$ cat src/rtl/clock_disp.sv
// Multiplexed 4-digit mm:ss 7-segment driver with per-frame digit snapshot and carry LED stretch.
// Define CLOCK_DISP_BLINK_EN to blink the colon with the seconds LSB instead of holding it lit.
module clock_disp #(
   parameter int unsigned SCAN_DIV = 16,
   parameter int unsigned STRETCH  = 8
) (
   input  logic       CLK,
   input  logic       RST,
   input  logic [3:0] sec1,
   input  logic [2:0] sec10,
   input  logic [3:0] min1,
   input  logic [2:0] min10,
   input  logic       CA,
   input  logic       blank_en,
   output logic [6:0] SEG,
   output logic [3:0] DIG,
   output logic       DP,
   output logic       LEDR
);

   localparam int unsigned PW = $clog2(SCAN_DIV);
   localparam int unsigned CW = $clog2(STRETCH + 1);
   localparam logic [PW-1:0] PMAX = PW'(SCAN_DIV - 1);
   localparam logic [CW-1:0] CMAX = CW'(STRETCH);

   logic [PW-1:0] p_q, p_d;
   logic [1:0]    s_q, s_d;
   logic [3:0]    sh_sec1, sh_min1;
   logic [2:0]    sh_sec10, sh_min10;
   logic [CW-1:0] cnt_q, cnt_d;
   logic [6:0]    seg_d;
   logic [3:0]    dig_d;
   logic          dp_d, ledr_d;
   logic          snap, dark, colon, dbad;
   logic [3:0]    dval;

   function automatic logic [6:0] decode(input logic [3:0] v);
      case (v)
         4'd0:    decode = 7'h40;
         4'd1:    decode = 7'h79;
         4'd2:    decode = 7'h24;
         4'd3:    decode = 7'h30;
         4'd4:    decode = 7'h19;
         4'd5:    decode = 7'h12;
         4'd6:    decode = 7'h02;
         4'd7:    decode = 7'h78;
         4'd8:    decode = 7'h00;
         4'd9:    decode = 7'h10;
         default: decode = 7'h3F;
      endcase
   endfunction

   always_comb begin
      p_d  = (p_q == PMAX) ? '0 : p_q + 1'b1;
      s_d  = (p_q == PMAX) ? s_q + 2'd1 : s_q;
      snap = (s_q == 2'd3) && (p_q == PMAX);
   end

   // Tens digits only count to 5, so their valid range is narrower than the units digits.
   always_comb begin
      dval = '0;
      dbad = 1'b0;
      unique case (s_q)
         2'd0: begin dval = sh_sec1;          dbad = sh_sec1 > 4'd9;  end
         2'd1: begin dval = {1'b0, sh_sec10}; dbad = sh_sec10 > 3'd5; end
         2'd2: begin dval = sh_min1;          dbad = sh_min1 > 4'd9;  end
         2'd3: begin dval = {1'b0, sh_min10}; dbad = sh_min10 > 3'd5; end
      endcase
   end

   always_comb begin
      dark  = (p_q == '0) || (blank_en && (s_q == 2'd3) && (sh_min10 == 3'd0));
      colon = (s_q == 2'd2) && (p_q != '0);
      seg_d = 7'h7F;
      dig_d = 4'hF;
      if (!dark) begin
         seg_d = dbad ? 7'h3F : decode(dval);
         dig_d = ~(4'b0001 << s_q);
      end
`ifdef CLOCK_DISP_BLINK_EN
      dp_d = colon ? sh_sec1[0] : 1'b1;
`else
      dp_d = ~colon;
`endif
   end

   always_comb begin
      cnt_d = cnt_q;
      if (CA) begin
         cnt_d = CMAX;
      end else if (cnt_q != '0) begin
         cnt_d = cnt_q - 1'b1;
      end
      ledr_d = (cnt_d != '0);
   end

   always_ff @(posedge CLK or negedge RST) begin
      if (!RST) begin
         p_q      <= '0;
         s_q      <= '0;
         sh_sec1  <= '0;
         sh_sec10 <= '0;
         sh_min1  <= '0;
         sh_min10 <= '0;
         cnt_q    <= '0;
         SEG      <= 7'h7F;
         DIG      <= 4'hF;
         DP       <= 1'b1;
         LEDR     <= 1'b0;
      end else begin
         p_q   <= p_d;
         s_q   <= s_d;
         cnt_q <= cnt_d;
         SEG   <= seg_d;
         DIG   <= dig_d;
         DP    <= dp_d;
         LEDR  <= ledr_d;
         if (snap) begin
            sh_sec1  <= sec1;
            sh_sec10 <= sec10;
            sh_min1  <= min1;
            sh_min10 <= min10;
         end
      end
   end

endmodule

$ cat config.mk
export PLATFORM = sky130hd
export DESIGN_NAME = clock_disp
export DESIGN_NICKNAME = d
export VERILOG_FILES = /design/src/rtl/clock_disp.sv
export SDC_FILE = /design/constraint.sdc
export NUM_CORES = 1
export LEC_CHECK = 0
export ABC_AREA = 1
export BUFFER_PORTS_ARGS = -buffer_cell sky130_fd_sc_hd__buf_2
export CAP_MARGIN = 10
export CORE_ASPECT_RATIO = 0.5
export CORE_MARGIN = 2
export CORE_UTILIZATION = 55
export DETAILED_ROUTE_END_ITERATION = 10
export PLACE_DENSITY = 0.78
export RECOVER_POWER = 25
export SLEW_MARGIN = 20
export SYNTH_ARGS = -nofsm -noshare
export SYNTH_HDL_FRONTEND = slang
export SYNTH_SLANG_ARGS = --single-unit
$ cat constraint.sdc
create_clock -name CLK -period 2.6 [get_ports CLK]
set_clock_uncertainty 0.1 [all_clocks]
set_input_delay 0.13 -clock CLK [delete_from_list [all_inputs] [get_ports CLK]]
set_output_delay 0.13 -clock CLK [all_outputs]
set_load 0.005 [all_outputs]
[After elaboration in Yosys (flattened, before gate mapping)]
Memory sizes are Yosys's and may differ from the RTL's.
Cells that the tools add are included.
Widths: inputs -> output; s select.
Word-level totals
  bits in registers: 37
  bits in latches: 0
  memory bits (writable): 0
  ROM bits: 112
  input port bits: 18
  output and inout bits: 13
  logic and storage cells: 45
  memories kept: 1
Cells by class
  add/sub/neg operators: 3
  $mul: 0
  divide/modulo/power cells: 0
  order comparisons: 4
  equal/unequal tests: 4
  shift operators: 1
  multiplexer cells: 8
  bitwise gates (word level): 2
  reduce and logical (&&, ||, !) cells: 11
Memory list
  (name not given): words 16, bits a word 7, rd ports 1, clocked after Yosys merged registers in 0, write ports 0, line 38  | case (v)
Operators with widths (count)
  $mux 4: 4
  $pmux 4 s4: 1
  $mux 7: 2
  $reduce_bool 4->1: 3
  $gt 4x4->1 const B: 2
  $gt 3x3->1 const B: 2
  $add 4x1->4 const B: 1
  $eq 2x2->1 const B: 2
  $eq 4x4->1 const B: 1
  $logic_and 1x1->1: 4
  $logic_not 4->1: 1
  $not 4->4: 1
  $pmux 1 s4: 1
  $shl 1x2->4 const A: 1
  $sub 4x1->4 const B: 1
  $logic_not 3->1: 1
  $add 2x1->2 const B: 1
  $eq 2x1->1 const B: 1
  $logic_not 2->1: 1
  $logic_or 1x1->1: 1
  $not 1->1: 1

[Depth between registers and ports, before layout]
Gate-level depths: netlist of run 1.
  word-level depth: 5
  mapped depth: 11
  depth with buffers taken out: 11

[Worst setup path after synthesis of run 1]
Ideal clock, no wire load.
  path type: register -> register
  start point: register s_q[0]
  end point: register SEG[3]
  setup time: 0.060 ns
  arrival: 1.663 ns
  data required time: 2.440 ns
  slack: 0.777 ns
  stages on the path, launching flop included: 12
  buffers on the path: 0
  period minus slack after synthesis: 1.823 ns
  path through: dfrtp_1 > inv_1 > ha_1 > inv_1 > nand2_1 > o21bai_1 > ha_1 > inv_1 > nand2_1 > nand2_1 > nand2_1 > nand2_1
On the way
  cells in the longest elaborated chain, start to end: 5
  elaborated cells on any way between the ends: 12
  those cells by class: 3 x eq/ne; 4 x mux; 4 x reduce/logical; 1 x memory
RTL lines
  start: declaration: line 27  | logic [1:0] s_q, s_d;
  start signal: assignment: line 100  | s_q <= '0;
  start signal: assignment: line 112  | s_q <= s_d;
  $eq 2x2->1 (tied with other cells): line 63, 72
  $pmux 4 s4 / $logic_and 1x1->1 (equally long branches): line 63, 72
  $mem_v2 16x7 / $logic_and 1x1->1 (equally long branches)
  $mux 7 / $logic_or 1x1->1 (equally long branches): line 77, 72
  $mux 7 (*): line 76  | if (!dark) begin
  via seg_d[3]: line 31  | logic [6:0] seg_d;
  end signal: assignment: line 114  | SEG <= seg_d;
  end: declaration: line 15  | output logic [6:0] SEG,
Mark *: on every way through the listed nets, which the timed path passes. The rest lies on a longest branch.
A chain may end at the register's enable or synchronous reset.

[Worst setup path in the final report of run 1]
Ends and elaborated chain as after synthesis.

==> metrics.txt, run 1 <==
# TYPE chip_impl_metric gauge
chip_impl_metric{name="reg2reg_setup_slack",unit="ps"} 570
chip_impl_metric{name="fp.dieW",unit="um"} 86.39
chip_impl_metric{name="globalRoute.totalOverflow",unit=""} 0
chip_impl_metric{name="via_count_of_the_first_global_routing_pass",unit=""} 1381
chip_impl_metric{name="layout.nets",unit=""} 274
chip_impl_metric{name="tritoncts_buffer_count",unit=""} 5
chip_impl_metric{name="seq_area_frac_synth",unit=""} 0.5040
chip_impl_metric{name="place.detailed.hpwl",unit="um"} 2533
chip_impl_metric{name="layout.filler_cells",unit=""} 243
chip_impl_metric{name="synth-warning-count",unit=""} 0
chip_impl_metric{name="grt_antenna_before_repair",unit=""} 0
chip_impl_metric{name="place_congestion",unit=""} 0.8915
chip_impl_metric{name="die_height",unit="um"} 45.20
chip_impl_metric{name="leakage_power",unit="nW"} 1.199
chip_impl_metric{name="synth_top_cell_area_share",unit=""} 0.3351
chip_impl_metric{name="layout.cell_area.non_filler",unit="um2"} 2295
chip_impl_metric{name="yosys.cell_types.count",unit=""} 24
chip_impl_metric{name="post_synth.cell_area_avg",unit="um2"} 9.524
chip_impl_metric{name="max_stage_delay",unit="ps"} 420
chip_impl_metric{name="p_int",unit="W"} 0.001000
chip_impl_metric{name="num_rows",unit=""} 14
chip_impl_metric{name="report.final.hold_viol_count",unit=""} 0
chip_impl_metric{name="design.portCount",unit=""} 31
chip_impl_info{name="critical_path.endpoint_type",value="flip-flop"} 1
chip_impl_metric{name="swShare",unit=""} 0.2519
chip_impl_metric{name="power.ir.vdd_worst",unit="V"} 0.0003854
chip_impl_info{name="rsz_0062_raised_after_global_routing",value="no"} 1
chip_impl_metric{name="critical_path_peak_fanout",unit=""} 8
chip_impl_info{name="slowest_stage_cell_on_the_critical_path",value="sky130_fd_sc_hd__dfrtp_1"} 1
chip_impl_info{name="crit_path_start",value="s_q[0]$_DFFE_PN0N_"} 1
chip_impl_metric{name="wl_per_cell",unit="um"} 11.79
chip_impl_metric{name="grt_pass1_wl",unit="um"} 5816
chip_impl_metric{name="cp_arrival",unit="ps"} 2160
chip_impl_metric{name="synthToLayoutAreaGrowth",unit="%"} 22.92
chip_impl_metric{name="number_of_max_cap_violations",unit=""} 0
chip_impl_info{name="criticalPathCategory",value="flip-flop to flip-flop"} 1
chip_impl_metric{name="core-area",unit="um2"} 3118
chip_impl_metric{name="route.vias.total",unit=""} 1437
chip_impl_info{name="clock_tree_from_tritoncts",value="yes"} 1
chip_impl_metric{name="worst_skew_pair.late_latency",unit="ps"} 290
chip_impl_metric{name="routed_via_density",unit=""} 5.024
chip_impl_metric{name="largest_net_degree_at_the_start_of_global_routing",unit=""} 38
chip_impl_metric{name="reg2reg_depth",unit=""} 11
chip_impl_metric{name="ys_seq_elements",unit=""} 37
chip_impl_metric{name="finalSetupViolations",unit=""} 0
chip_impl_metric{name="detail_route.drc_violations",unit=""} 0
chip_impl_metric{name="cts_buffer_depth",unit=""} 2
chip_impl_metric{name="dieArea",unit="um2"} 3904
chip_impl_info{name="crit_path_cell_trace",value="inv_1 -> ha_1 -> inv_1 -> nand2_1 -> o21bai_1 -> ha_1 -> inv_1 -> nand2_1 -> nand2_1 -> nand2_1 -> nand2_1"} 1
chip_impl_metric{name="critPathRequiredTime",unit="ps"} 2730
chip_impl_metric{name="final_cell_count_no_fill",unit=""} 286
chip_impl_metric{name="antenna_cells",unit=""} 0
chip_impl_metric{name="syn_nets",unit=""} 225
chip_impl_metric{name="final_period_minus_worst_setup_slack",unit="ps"} 2030
chip_impl_metric{name="max_freq",unit="GHz"} 0.4926
chip_impl_info{name="critPathMostFrequentCell",value="sky130_fd_sc_hd__nand2_1"} 1
chip_impl_metric{name="total_neg_setup_slack",unit="ps"} 0
chip_impl_metric{name="placed_area",unit="um2"} 2051
chip_impl_metric{name="detail-route-antenna-nets",unit=""} 0
chip_impl_info{name="crit-reg2reg-capture",value="SEG[3]$_DFF_PN1_"} 1
chip_impl_metric{name="synthesized_instance_count",unit=""} 196
chip_impl_metric{name="final_core_utilization",unit=""} 0.7360
chip_impl_metric{name="syn-cell-area",unit="um2"} 1867
chip_impl_info{name="clockRootBuffer",value="sky130_fd_sc_hd__clkbuf_8"} 1
chip_impl_metric{name="routed_wirelength",unit="um"} 3371
chip_impl_info{name="synth.largest_area_cell",value="sky130_fd_sc_hd__dfrtp_1"} 1
chip_impl_metric{name="initial_util",unit=""} 0.5987
chip_impl_metric{name="share_comb_of_total_power",unit=""} 0.160
chip_impl_info{name="synth.top_cells.by_area",value="sky130_fd_sc_hd__dfrtp_1 34%, sky130_fd_sc_hd__dfstp_2 17%, sky130_fd_sc_hd__nand2_1 11%"} 1
chip_impl_metric{name="cts.reportedPaths.clkPinSlew",unit="ps"} 70
chip_impl_metric{name="power.density",unit="nW/um2"} 582.7
chip_impl_metric{name="headroom_to_the_max_slew_limit",unit=""} 0.4878
chip_impl_metric{name="drt_iter0_markers",unit=""} 48
chip_impl_metric{name="drt-pass1-iter-count",unit=""} 4
chip_impl_info{name="worstSetupEndpoint",value="SEG[3]$_DFF_PN1_"} 1
chip_impl_metric{name="clock_sinks",unit=""} 37
chip_impl_metric{name="port-buffer-count",unit=""} 30
chip_impl_metric{name="layout_worst_path_cycle_share",unit=""} 0.7808
chip_impl_info{name="hold_class",value="input port to flip-flop"} 1
chip_impl_metric{name="proportion_of_power_drawn_by_the_clock_network",unit=""} 0.360
chip_impl_metric{name="slew_viol_final",unit=""} 0
chip_impl_info{name="type_of_origin_of_the_critical_path",value="flip-flop"} 1
chip_impl_metric{name="tightestPinTransition",unit="ps"} 768.3
chip_impl_metric{name="switchingPower",unit="W"} 0.0003368
chip_impl_metric{name="power.share.sequential",unit=""} 0.481
chip_impl_info{name="regToRegStartpoint",value="s_q[0]$_DFFE_PN0N_"} 1
chip_impl_metric{name="finalHoldWorstSlack",unit="ps"} 9.628
chip_impl_metric{name="global_route.usage.total",unit=""} 0.2039
chip_impl_info{name="status",value="completed"} 1
chip_impl_metric{name="deepest_level_of_the_cts_h_tree",unit=""} 2
chip_impl_metric{name="cts-resized-gates",unit=""} 0
chip_impl_metric{name="dpl.cell_count",unit=""} 264
chip_impl_metric{name="drive_gt1_frac",unit=""} 0.2846
==> power groups by stage <==
stage | Combinational (W) | Sequential [W] | Clock, W
floorplan | 0.000142 | 0.000649 | 0
CTS | 0.000217 | 0.000642 | 0.000492
global route | 0.000247 | 0.000647 | 0.000518
global placement | 0.000191 | 0.000652 | 0
finish | 0.000214 | 0.000643 | 0.000481
detailed placement | 0.000201 | 0.000653 | 0
==> layout make-up <==
cell class                      instances  area, um2  share of cell area
Clock buffer                            6      72.57             0.03162
Clock inverter                          2      35.03             0.01527
Inverter                               24      90.09             0.03926
Multi-Input combinational cell        133      817.0              0.3561
Sequential cell                        37      940.9              0.4100
Tap cell                               40      50.05             0.02181
Timing Repair Buffer                   44      289.0              0.1260
==> synth_stat cells <==
library cell,instances
sky130_fd_sc_hd__or2_1,1
sky130_fd_sc_hd__dfrtp_1,25
sky130_fd_sc_hd__inv_1,22
sky130_fd_sc_hd__nand2_4,1
sky130_fd_sc_hd__or2_2,3
sky130_fd_sc_hd__buf_6,1
sky130_fd_sc_hd__o21bai_1,1
sky130_fd_sc_hd__dfstp_2,12
sky130_fd_sc_hd__inv_2,2
sky130_fd_sc_hd__o21bai_2,1
sky130_fd_sc_hd__nand4_1,2
sky130_fd_sc_hd__o21ai_2,1
sky130_fd_sc_hd__nand2_1,53
sky130_fd_sc_hd__buf_2,1
sky130_fd_sc_hd__ha_1,11
sky130_fd_sc_hd__nor2_4,1
sky130_fd_sc_hd__mux2_4,8
sky130_fd_sc_hd__nor2_1,15
sky130_fd_sc_hd__nand3_1,19
sky130_fd_sc_hd__nand2_2,1
sky130_fd_sc_hd__a21oi_1,2
sky130_fd_sc_hd__mux2_2,5
sky130_fd_sc_hd__xor2_1,3
sky130_fd_sc_hd__o21ai_0,5
==> logic make-up after synthesis <==
family                   synth area share
AO/OA/AOI/OAI                     0.03351
XOR/XNOR                          0.01408
adder cells (fa/ha/maj)           0.07373
buffers and inverters             0.05697
flip-flops                         0.5040
multiplexers                      0.09450
AND/OR/NAND/NOR                    0.2232
==> per-layer routing <==
layer	share of wire	global-route usage
met2	0.46	0.3415
met1	0.49	0.2532
met5	0	0
met4	0.0098	0.08438
met3	0.040	0.06216
==> how the worst min path moves through the flow <==
stage | from | endpoint | depth (start not counted)
after floorplan | RST | LEDR$_DFF_PN0_ | 0
after global placement | RST | sh_min1[0]$_DFFE_PN0P_ | 1
after detailed placement | RST | sh_min1[0]$_DFFE_PN0P_ | 1
after CTS | min1[2] | sh_min1[2]$_DFFE_PN0P_ | 2
after global routing | min1[2] | sh_min1[2]$_DFFE_PN0P_ | 2
final | min1[2] | sh_min1[2]$_DFFE_PN0P_ | 2
==> placed cells by master, fill, tap and decap left out, drive strengths merged, types with 3 or more instances in the layout <==
cell type,netlist,layout
ha,11,11
o21ai,6,6
nand3,19,19
dfrtp,25,25
buf,2,29
xor2,3,3
dlygate4sd3,0,14
nand2,55,55
clkbuf,0,7
mux2,13,13
nor2,16,16
dfstp,12,12
inv,24,24
or2,4,4
==> registers in the layout, summed over array words and instances, names as in the netlist <==
| register | count |
|---|---|
| SEG | 7 |
| DIG | 4 |
| cnt_q | 4 |
| p_q | 4 |
| sh_min1 | 4 |
| sh_sec1 | 4 |
| sh_min10 | 3 |
| sh_sec10 | 3 |
| s_q | 2 |
| DP | 1 |
| LEDR | 1 |
==> stage by stage <==
stage                     total power [W]  setup slack, ps
final                            0.001337            569.9
after floorplan                 0.0007914            776.8
after global placement          0.0008425            669.6
after detailed placement        0.0008533            591.5
after CTS                        0.001351            564.8
after global routing             0.001412            345.8
==> repair_timing <==
| item | in CTS | in global routing |
|---|---|---|
| endpoints found under the setup margin | 0 | 0 |
| hold buffers | 14 | 0 |
| endpoints found under the hold margin | 38 | 0 |
| setup buffers | 0 | 0 |
==> critical path: cells and delay by family, from the launching register on <==
kind	cells	cell delay [ps]
compound gates	1	280
flops	1	420
simple gates	5	290
buf+inv	3	340
fa+ha+maj	2	540
(Power assumes the default switching activity.)
==> inputs of run 2 (changes only) <==
- clock period: 2.6 -> 1.95 ns (I/O delays scaled with it)
==> metrics.txt, run 2 (same netlist as run 1, synthesis figures left out) <==
# TYPE chip_impl_metric gauge
chip_impl_info{name="status",value="completed"} 1
chip_impl_metric{name="detail_route.drc_violations",unit=""} 0
chip_impl_metric{name="total_neg_setup_slack",unit="ps"} 0
chip_impl_metric{name="gr-usage-met3",unit=""} 0.07313
chip_impl_metric{name="route.vias.total",unit=""} 1478
chip_impl_info{name="register_bank_with_the_most_flops",value="SEG"} 1
chip_impl_metric{name="number_of_max_cap_violations",unit=""} 0
chip_impl_metric{name="swShare",unit=""} 0.2486
chip_impl_metric{name="worst_skew_pair.late_latency",unit="ps"} 280
chip_impl_metric{name="routed_wirelength",unit="um"} 3996
chip_impl_metric{name="layout.nets",unit=""} 282
chip_impl_metric{name="report.final.hold_viol_count",unit=""} 0
chip_impl_metric{name="grt_antenna_before_repair",unit=""} 0
chip_impl_metric{name="headroom_to_the_max_slew_limit",unit=""} 0.4174
chip_impl_metric{name="dieArea",unit="um2"} 3904
chip_impl_metric{name="tritoncts_buffer_count",unit=""} 5
chip_impl_metric{name="antenna_cells",unit=""} 0
chip_impl_metric{name="design.portCount",unit=""} 31
chip_impl_metric{name="layout.filler_cells",unit=""} 213
chip_impl_metric{name="clock_sinks",unit=""} 37
chip_impl_metric{name="largest_net_degree_at_the_start_of_global_routing",unit=""} 38
chip_impl_metric{name="power.share.sequential",unit=""} 0.482
chip_impl_metric{name="proportion_of_power_drawn_by_the_clock_network",unit=""} 0.354
chip_impl_metric{name="cp_arrival",unit="ps"} 1990
chip_impl_metric{name="via_count_of_the_first_global_routing_pass",unit=""} 1406
chip_impl_metric{name="drt_iter0_markers",unit=""} 50
chip_impl_metric{name="dpl.cell_count",unit=""} 267
chip_impl_metric{name="routed_via_density",unit=""} 5.027
chip_impl_metric{name="cts.reportedPaths.clkPinSlew",unit="ps"} 70
chip_impl_metric{name="global_route.usage.total",unit=""} 0.2214
chip_impl_metric{name="slew_viol_final",unit=""} 0
chip_impl_metric{name="synthToLayoutAreaGrowth",unit="%"} 29.89
chip_impl_info{name="regToRegStartpoint",value="s_q[0]$_DFFE_PN0N_"} 1
chip_impl_info{name="crit_path_start",value="s_q[0]$_DFFE_PN0N_"} 1
chip_impl_info{name="hold_path.startpoint",value="blank_en"} 1
chip_impl_metric{name="share_comb_of_total_power",unit=""} 0.164
chip_impl_metric{name="port-buffer-count",unit=""} 30
chip_impl_metric{name="globalRoute.totalOverflow",unit=""} 0
chip_impl_metric{name="final_core_utilization",unit=""} 0.7777
chip_impl_info{name="type_of_origin_of_the_critical_path",value="flip-flop"} 1
chip_impl_metric{name="use_met2",unit=""} 0.3831
chip_impl_metric{name="p_int",unit="W"} 0.001341
chip_impl_metric{name="multiInputGateArea",unit="um2"} 880.8
chip_impl_metric{name="critPathRequiredTime",unit="ps"} 2060
chip_impl_metric{name="power.ir.vdd_worst",unit="V"} 0.0005533
chip_impl_metric{name="final_cell_count_no_fill",unit=""} 294
chip_impl_metric{name="detail-route-antenna-nets",unit=""} 0
chip_impl_metric{name="reg2reg_depth",unit=""} 10
chip_impl_metric{name="layout_worst_path_cycle_share",unit=""} 0.9622
chip_impl_metric{name="place_congestion",unit=""} 0.9214
chip_impl_metric{name="drt-pass1-iter-count",unit=""} 4
chip_impl_info{name="global_route.peak_usage_layer",value="met2"} 1
chip_impl_metric{name="place.detailed.hpwl",unit="um"} 2653
chip_impl_metric{name="finalSetupViolations",unit=""} 0
chip_impl_metric{name="timing.hold.worst_path_depth",unit=""} 5
chip_impl_metric{name="num_rows",unit=""} 14
chip_impl_metric{name="grt_pass1_wl",unit="um"} 6313
chip_impl_metric{name="cts_buffer_depth",unit=""} 2
chip_impl_info{name="critical_path.endpoint_type",value="flip-flop"} 1
chip_impl_metric{name="fp.dieW",unit="um"} 86.39
chip_impl_metric{name="critical_path_peak_fanout",unit=""} 4
chip_impl_metric{name="wl_per_cell",unit="um"} 13.59
chip_impl_info{name="clockRootBuffer",value="sky130_fd_sc_hd__clkbuf_8"} 1
chip_impl_metric{name="die_height",unit="um"} 45.20
chip_impl_metric{name="max_freq",unit="GHz"} 0.5330
chip_impl_metric{name="leakage_power",unit="nW"} 1.230
chip_impl_metric{name="core-area",unit="um2"} 3118
chip_impl_metric{name="tightestPinTransition",unit="ps"} 874.0
chip_impl_info{name="layout_common_cells",value="52 x sky130_fd_sc_hd__nand2_1, 26 x sky130_fd_sc_hd__buf_2, 24 x sky130_fd_sc_hd__dfrtp_1"} 1
chip_impl_info{name="clock_tree_from_tritoncts",value="yes"} 1
chip_impl_info{name="hold_class",value="input port to flip-flop"} 1
chip_impl_metric{name="power.density",unit="nW/um2"} 735.8
chip_impl_metric{name="initial_util",unit=""} 0.5987
chip_impl_info{name="layout.cells.most_common",value="sky130_fd_sc_hd__nand2_1"} 1
chip_impl_info{name="criticalPathCategory",value="flip-flop to flip-flop"} 1
chip_impl_metric{name="register_area",unit="um2"} 942.2
chip_impl_metric{name="deepest_level_of_the_cts_h_tree",unit=""} 2
chip_impl_metric{name="grt_use_met1",unit=""} 0.2698
chip_impl_metric{name="final_period_minus_worst_setup_slack",unit="ps"} 1876
chip_impl_metric{name="largest_register_ffs",unit=""} 7
chip_impl_metric{name="switchingPower",unit="W"} 0.0004435
chip_impl_metric{name="drive_gt1_frac",unit=""} 0.3425
[run 2: cell count changes in the layout (fill, tap and decap cells not counted), moves of 3 or more]
cell	change
sky130_fd_sc_hd__buf_4	+6
sky130_fd_sc_hd__ha_1	-4
sky130_fd_sc_hd__buf_2	-3
sky130_fd_sc_hd__inv_1	-3
[run 2: layout make-up]
type	count	share of cell area
Inverter	24	0.03818
Clock buffer	6	0.02993
Tap cell	40	0.02064
Sequential cell	37	0.3885
Multi-Input combinational cell	133	0.3633
Clock inverter	2	0.01445
Timing Repair Buffer	52	0.1450
[run 2: critical path, cell delays in order, from the launching register on]
cell and delay [ps]:
sky130_fd_sc_hd__dfrtp_2 440, sky130_fd_sc_hd__inv_2 110, sky130_fd_sc_hd__ha_2 210, sky130_fd_sc_hd__nand2_1 60, sky130_fd_sc_hd__nand2_1 120, sky130_fd_sc_hd__nor2_1 70
sky130_fd_sc_hd__nor2_2 190, sky130_fd_sc_hd__ha_1 220, sky130_fd_sc_hd__nand3_1 100, sky130_fd_sc_hd__nand3_1 100, sky130_fd_sc_hd__nand3_1 80
[run 2: what timing repair did]
action	in CTS	in global routing
hold buffers	16	0
setup buffers	0	3
resized for setup	2	16
pin swaps	0	3
endpoints found under the hold margin	40	0
gates cloned	0	0
endpoints found under the setup margin	2	7
[run 2: power groups by stage]
| stage | logic (W) | clock network [W] | registers (W) |
|---|---|---|---|
| floorplan | 0.000190 | 0 | 0.000865 |
| global placement | 0.000256 | 0 | 0.000870 |
| detailed placement | 0.000264 | 0 | 0.000872 |
| CTS | 0.000290 | 0.000648 | 0.000858 |
| global route | 0.000337 | 0.000679 | 0.000865 |
| finish | 0.000293 | 0.000632 | 0.000860 |
[run 2: path summary, 6_finish.rpt]
| check | slack (ps) | endpoint |
|---|---|---|
| setup reg to reg | 70 | SEG[4]$_DFF_PN1_ |
| setup / recovery | 70 | SEG[4]$_DFF_PN1_ |
| max in group asynchronous | 790 | s_q[0]$_DFFE_PN0N_ |
| hold / removal | 220 | DIG[1]$_DFF_PN1_ |
| min in group asynchronous | 370 | sh_min1[2]$_DFFE_PN0P_ |
| hold reg to reg | 420 | sh_sec10[0]$_DFFE_PN0P_ |
[run 2: per-stage QoR]
stage	hold slack, ps	total power, W	cell area [um2]	setup slack, ps
CTS	171.7	0.001797	2344	14.76
detailed placement	122.9	0.001136	2073	-38.17
floorplan	-298.1	0.001055	1867	126.8
global placement	106.6	0.001125	2073	61.70
global route	231.2	0.001881	2425	-41.60
finish	217.0	0.001784	2425	73.65
[run 2: per-layer routing]
metal,wire length [um],share of wire
met1,1784,0.45
met2,1923,0.48
met3,212,0.053
met4,76,0.019
met5,0,0
